`config.mk`:
```
export PLATFORM = sky130hd
export DESIGN_NAME = lcd_seq_engine
export DESIGN_NICKNAME = d
export VERILOG_FILES = /design/src/rtl/lcd_seq_engine.sv
export SDC_FILE = /design/constraint.sdc
export NUM_CORES = 1
export LEC_CHECK = 0
export CELL_PAD_IN_SITES_DETAIL_PLACEMENT = 1
export CELL_PAD_IN_SITES_GLOBAL_PLACEMENT = 2
export CORE_MARGIN = 1.5
export CORE_UTILIZATION = 30
export DETAILED_ROUTE_END_ITERATION = 12
export PLACE_DENSITY_LB_ADDON = 0.1
export SLEW_MARGIN = 5
export SYNTH_ARGS = -nofsm -noshare
export SYNTH_HDL_FRONTEND = slang
export SYNTH_SLANG_ARGS = --single-unit
```
`constraint.sdc`:
```
create_clock -name clk -period 2.65 [get_ports clk]
set_input_delay 0.265 -clock clk [delete_from_list [all_inputs] [get_ports clk]]
set_output_delay 0.265 -clock clk [all_outputs]
set_load 0.02 [all_outputs]
```
`src/rtl/lcd_seq_engine.sv`:
```
// lcd_seq_engine: panel reset pulse, ROM-scripted 8080 bus bring-up, then valid/ready pixel streaming.
// Ports: clk/rst (sync, active-high); rom_addr/rom_data script ROM ({op, payload}, 1-cycle latency);
// seq_start/start_addr restart a script segment from STREAM; pix_data/pix_valid/pix_ready pixel input;
// lcd_data/lcd_rs/lcd_wr/lcd_rd/lcd_cs/lcd_rst panel pins; busy/init_done/seq_err status.
module lcd_seq_engine #(
    parameter int DATA_W      = 16,
    parameter int ROM_AW      = 8,
    parameter int CLK_PER_MS  = 100000,
    parameter int WR_LOW_CYC  = 2,
    parameter int WR_HIGH_CYC = 2,
    parameter int RST_LOW_MS  = 10,
    parameter int RST_WAIT_MS = 120
) (
    input  logic              clk,
    input  logic              rst,
    output logic [ROM_AW-1:0] rom_addr,
    input  logic [DATA_W+1:0] rom_data,
    input  logic              seq_start,
    input  logic [ROM_AW-1:0] start_addr,
    input  logic [DATA_W-1:0] pix_data,
    input  logic              pix_valid,
    output logic              pix_ready,
    output logic [DATA_W-1:0] lcd_data,
    output logic              lcd_rs,
    output logic              lcd_wr,
    output logic              lcd_rd,
    output logic              lcd_cs,
    output logic              lcd_rst,
    output logic              busy,
    output logic              init_done,
    output logic              seq_err
);
    localparam int WR_MAX  = WR_LOW_CYC > WR_HIGH_CYC ? WR_LOW_CYC : WR_HIGH_CYC;
    localparam int CNT_MAX = CLK_PER_MS > WR_MAX ? CLK_PER_MS : WR_MAX;
    localparam int PW      = $clog2(CNT_MAX + 1);
    localparam int RST_MAX = RST_LOW_MS > RST_WAIT_MS ? RST_LOW_MS : RST_WAIT_MS;
    localparam int MS_MAX  = RST_MAX > 255 ? RST_MAX : 255;
    localparam int MW      = $clog2(MS_MAX + 1);
    localparam logic [1:0] OP_DELAY = 2'd2;
    localparam logic [1:0] OP_END   = 2'd3;

    typedef enum logic [2:0] {RST_LO, RST_WAIT, FETCH, DECODE, WR_LO, WR_HI, DELAY, STREAM} state_t;

    state_t            state;
    logic [PW-1:0]     pre;
    logic [MW-1:0]     ms;
    logic [MW-1:0]     tgt;
    logic [7:0]        dly;
    logic              pix;
    logic [1:0]        op;
    logic [DATA_W-1:0] payload;
    logic              tick;
    logic              ms_done;
    logic              wr_done;
    logic              adv;

    // pre doubles as the ms prescaler and the write-phase counter; it is zero on every state entry.
    // adv marks completion of a non-END script entry, moving to the next address or overflowing into STREAM.
    always_comb begin
        op      = rom_data[DATA_W+1:DATA_W];
        payload = rom_data[DATA_W-1:0];
        tgt     = state == RST_LO ? MW'(RST_LOW_MS) : state == RST_WAIT ? MW'(RST_WAIT_MS) : MW'(dly);
        tick    = pre == PW'(CLK_PER_MS - 1);
        ms_done = tick && ms + MW'(1) == tgt;
        wr_done = pre == PW'(state == WR_LO ? WR_LOW_CYC - 1 : WR_HIGH_CYC - 1);
        adv     = (state == DECODE && op == OP_DELAY && payload[7:0] == 8'd0) ||
                  (state == DELAY && ms_done) || (state == WR_HI && wr_done && !pix);
    end

    always_ff @(posedge clk) begin
        lcd_rd <= 1'b1;
        if (rst) begin
            state     <= RST_LO;
            pre       <= '0;
            ms        <= '0;
            dly       <= '0;
            pix       <= 1'b0;
            rom_addr  <= '0;
            lcd_data  <= '0;
            lcd_rs    <= 1'b0;
            lcd_wr    <= 1'b1;
            lcd_cs    <= 1'b1;
            lcd_rst   <= 1'b0;
            busy      <= 1'b1;
            init_done <= 1'b0;
            seq_err   <= 1'b0;
            pix_ready <= 1'b0;
        end else begin
            case (state)
                RST_LO, RST_WAIT, DELAY: begin
                    pre <= tick ? '0 : pre + PW'(1);
                    if (tick) ms <= ms_done ? '0 : ms + MW'(1);
                    if (ms_done && state == RST_LO) begin
                        lcd_rst <= 1'b1;
                        state   <= RST_WAIT;
                    end
                    if (ms_done && state == RST_WAIT) state <= FETCH;
                end
                FETCH: state <= DECODE;
                DECODE: begin
                    if (op == OP_END) begin
                        state     <= STREAM;
                        init_done <= 1'b1;
                        busy      <= 1'b0;
                        lcd_cs    <= 1'b1;
                        pix_ready <= 1'b1;
                    end else if (op == OP_DELAY) begin
                        state <= DELAY;
                        dly   <= payload[7:0];
                    end else begin
                        state    <= WR_LO;
                        lcd_data <= payload;
                        lcd_rs   <= op[0];
                        lcd_wr   <= 1'b0;
                        lcd_cs   <= 1'b0;
                        pix      <= 1'b0;
                    end
                end
                WR_LO, WR_HI: begin
                    pre <= wr_done ? '0 : pre + PW'(1);
                    if (wr_done && state == WR_LO) begin
                        state  <= WR_HI;
                        lcd_wr <= 1'b1;
                    end
                    if (wr_done && state == WR_HI && pix) begin
                        state     <= STREAM;
                        pix_ready <= 1'b1;
                    end
                end
                STREAM: begin
                    // A script restart outranks a pixel offered in the same cycle.
                    if (seq_start) begin
                        state     <= FETCH;
                        rom_addr  <= start_addr;
                        busy      <= 1'b1;
                        pix_ready <= 1'b0;
                    end else if (pix_valid) begin
                        state     <= WR_LO;
                        lcd_data  <= pix_data;
                        lcd_rs    <= 1'b1;
                        lcd_wr    <= 1'b0;
                        lcd_cs    <= 1'b0;
                        pix_ready <= 1'b0;
                        pix       <= 1'b1;
                    end
                end
            endcase
            // The last ROM word never wraps: finishing it without END ends the script with an error.
            if (adv) begin
                if (&rom_addr) begin
                    state     <= STREAM;
                    seq_err   <= 1'b1;
                    init_done <= 1'b1;
                    busy      <= 1'b0;
                    lcd_cs    <= 1'b1;
                    pix_ready <= 1'b1;
                end else begin
                    state    <= FETCH;
                    rom_addr <= rom_addr + ROM_AW'(1);
                end
            end
        end
    end
endmodule
```
==> flow_summary_export.csv <==
group,metric,value,unit
outcome,status,"finished clean",
route,drt-initial-drc-count,166,
sta,setup_viol,0,
worst_setup_path,critPathCaptureType,"register",
logic_synthesis,syn_avg_cell_area,8.335,um^2
clocking,clk_latency,0.34,ns
worst_setup_path,r2r_end,"rom_addr[0]$_SDFF_PP0_",
clocking,cts_made_buffers,9,
worst_setup_path,crit_top_cell,"buf_4",
logic_synthesis,ys_warn_count,0,
global_routing,grt.total_usage,18.61,%
global_routing,grt_pass1_wl,18950,um
worst_setup_path,reg2regPathDepth,11,
die,die_x,113.6,um
worst_setup_path,critPathBufInv,2,
layout,post-route-cell-area,5095,um^2
clocking,path_clk_slew,0.05,ns
worst_setup_path,timing.reg2reg.setup_slack,0.20,ns
layout,multi_input_area,2207,um^2
die,die_y,113.6,um
die,core-area,11960,um^2
logic_synthesis,synthTopCellsByCount,"dfxtp_1, nor2_1, nand2_1",
logic_synthesis,ys_ff_latch,69,
worst_setup_path,path_max_fanout,8,
layout,diodes,0,
worst_setup_path,worst_path_largest_cell_delay,0.36,ns
logic_synthesis,synth_cell_type_count,56,
layout,utilization,42.59,%
global_routing,antenna_found_initial,0,
worst_setup_path,worstPathCellList,"ha_4, buf_4, nand3_1, xor2_2, xnor2_2, nand2_1, nor4_4, a31oi_2, buf_4, or2_2, a31oi_1",
sta,hold_violations,0,
logic_synthesis,post-synth-top-count-cell,"dfxtp_1",
sta,period_minus_slack,2.449,ns
layout,syn2layout_area_growth,38.93,%
sta,worstMarginPinSlew,0.6045,ns
logic_synthesis,ys_seq_area_share,37.67,%
worst_setup_path,timing.rr.start,"ms[1]$_SDFFE_PP0P_",
placement,dp_cells,667,
route,vias,3459,
route,postRouteAntennaNets,0,
logic_synthesis,yosys.area.top_type_share,37.67,%
worst_setup_path,crit_arrival,2.71,ns
sta,skew,0.005418,ns
sta,whs,0.4007,ns
route,drc,0,
clocking,cts_tree,"yes",
sta,tns,0,ns
placement,post-place-ws,0.06043,ns
worst_setup_path,crit_type,"reg2reg",
route,wl_per_cell,16.71,um
logic_synthesis,synthesis.nets,490,
die,num_rows,40,
hold_path,hp-start,"rst",
sta,min_period_over_period,92.43,%
worst_setup_path,cp-start-kind,"register",
clocking,root_buffer,"clkbuf_16",
route,viasPerCell,5.064,
sta,rsz0062_at_grt,"no",
power,pwr_density_cell,461.0,nW/um^2
worst_setup_path,cpLargestDelayFamily,"simple AND/OR/NAND/NOR gates",
sta,relSlewSlack,59.58,%
logic_synthesis,dominantRegCellSynth,"dfxtp_1",
worst_setup_path,cpMaxStageDelayCell,"dfxtp_2",
clocking,cts_sinks,69,
hold_path,hold_path.class,"in2reg",
sta,slew_viol_final,0,
layout,regArea,1386,um^2
hold_path,holdPathEnd,"ms[4]$_SDFFE_PP0P_",
global_routing,grt_max_degree,36,
clocking,cts.htree.levels,3,
logic_synthesis,async_reset_ff_share,0,%
die,dieArea,12900,um^2
layout,drive_above_1_share,14.37,%
layout,final_cells,683,
placement,place_area,4716,um^2
placement,dp_hpwl,8511,um
route,dr.pass1.iters,4,
worst_setup_path,crit_required,2.91,ns
hold_path,hold_depth,2,
layout,fillCellCount,1402,
logic_synthesis,synth_top_area_cell,"dfxtp_1",
placement,gp_congestion,0.7647,
logic_synthesis,netlist_area,3667,um^2
die,initial_core_util,30.66,%
placement,io_buffers,77,
logic_synthesis,netlist_top_cells_area,"dfxtp_1, mux2i_1, nor2_1, xor2_1, a211oi_1",
run,drv_cap,0,
power,leakage,1.935,nW
sta,fmax,408.3,MHz
sta,worst_slack,0.2006,ns
power,vdd_drop_max,0.0004074,V
global_routing,first_global_vias,3603,
die,io_pins,79,
clocking,clock_path_buffers,2,
worst_setup_path,crit_start,"ms[1]$_SDFFE_PP0P_",
global_routing,grt-ovfl-total,0,
logic_synthesis,synth_edf_count,0,
layout,nets,583,
logic_synthesis,syn_inst,440,
power,power,2.349,mW
route,routed_wirelength,11410,um
[per-layer routing]
metal | track usage, % | share of wire (%) | vias up
met4 | 3.750 | 0.73 | 0
met5 | 0 | 0 | -
met2 | 29.88 | 47 | 46
met1 | 25.02 | 49 | 1667
met3 | 5.367 | 3.3 | 6
li1 | - | - | 1740
[worst reg2reg max path: stages, from the launching register on]
cell     delay (ns)
dfxtp_2        0.36
ha_4           0.16
buf_4          0.12
nand3_1        0.12
xor2_2         0.27
xnor2_2        0.15
nand2_1        0.10
nor4_4         0.31
a31oi_2        0.16
buf_4          0.19
or2_2          0.27
a31oi_1        0.16
[registers in the layout, indices dropped and copies added (netlist names)]
register   cells
pre           17
lcd_data      16
dly            8
ms             8
rom_addr       8
state          3
busy           1
init_done      1
lcd_cs         1
lcd_rs         1
lcd_rst        1
lcd_wr         1
pix            1
pix_ready      1
seq_err        1
[layout by cell type, fill, tap and decap left out, drive strengths merged, types with 6 or more instances in the layout]
cell type	instances
nor3	10
mux2i	26
nand4	7
a211oi	20
nor2b	6
clkbuf	13
nor2	67
xor2	19
inv	10
nor4	10
xnor2	14
o21ai	10
nand2	31
a21oi	24
and3	11
buf	31
clkdlybuf4s50	76
nand3	24
dfxtp	69
[logic make-up after synthesis]
| family | count (synthesis) | synth area share [%] |
|---|---|---|
| mux | 29 | 8.018 |
| xor+xnor | 33 | 8.086 |
| flops | 69 | 37.67 |
| fa+ha+maj | 4 | 1.365 |
| other cells | 1 | 0.1023 |
| buf+inv | 35 | 4.128 |
| compound gates | 79 | 14.64 |
| simple gates | 190 | 26.00 |
[power breakdown]
part / leakage [nW] / switching, mW / internal (mW) / total [mW]
Sequential: 0.558 / 0.00541 / 1.04 / 1.05
Clock: 0.144 / 0.434 / 0.723 / 1.16
Combinational: 1.23 / 0.0598 / 0.0843 / 0.144
[final cells by class]
cell class,count,share of cell area (%)
Timing Repair Buffer,107,19.52
Clock buffer,13,5.501
Sequential cell,69,27.21
Multi-Input combinational cell,336,43.32
Tap cell,147,3.610
Clock inverter,1,0.09823
Inverter,10,0.7367
[worst max path at each step]
| stage | endpoint | slack, ns | cells after the start |
|---|---|---|---|
| 6_report | rom_addr[0]$_SDFF_PP0_ | 0.20 | 11 |
| 4_1_cts | rom_addr[7]$_SDFF_PP0_ | 0.05 | 10 |
| 3_5_place_dp | rom_addr[7]$_SDFF_PP0_ | 0.06 | 10 |
| 5_1_grt | rom_addr[0]$_SDFF_PP0_ | 0.004 | 9 |
| 3_3_place_gp | rom_addr[2]$_SDFF_PP0_ | 0.10 | 10 |
| 2_1_floorplan | rom_addr[2]$_SDFF_PP0_ | 0.20 | 9 |
[timing repair]
item / in CTS / in global routing
setup endpoints to repair: 0 / 5
hold buffers: 0 / 0
gates resized for setup: 0 / 16
hold endpoints to repair: 0 / 0
buffers inserted: 0 / 2
Note: power is estimated with default switching activity, not from simulation.
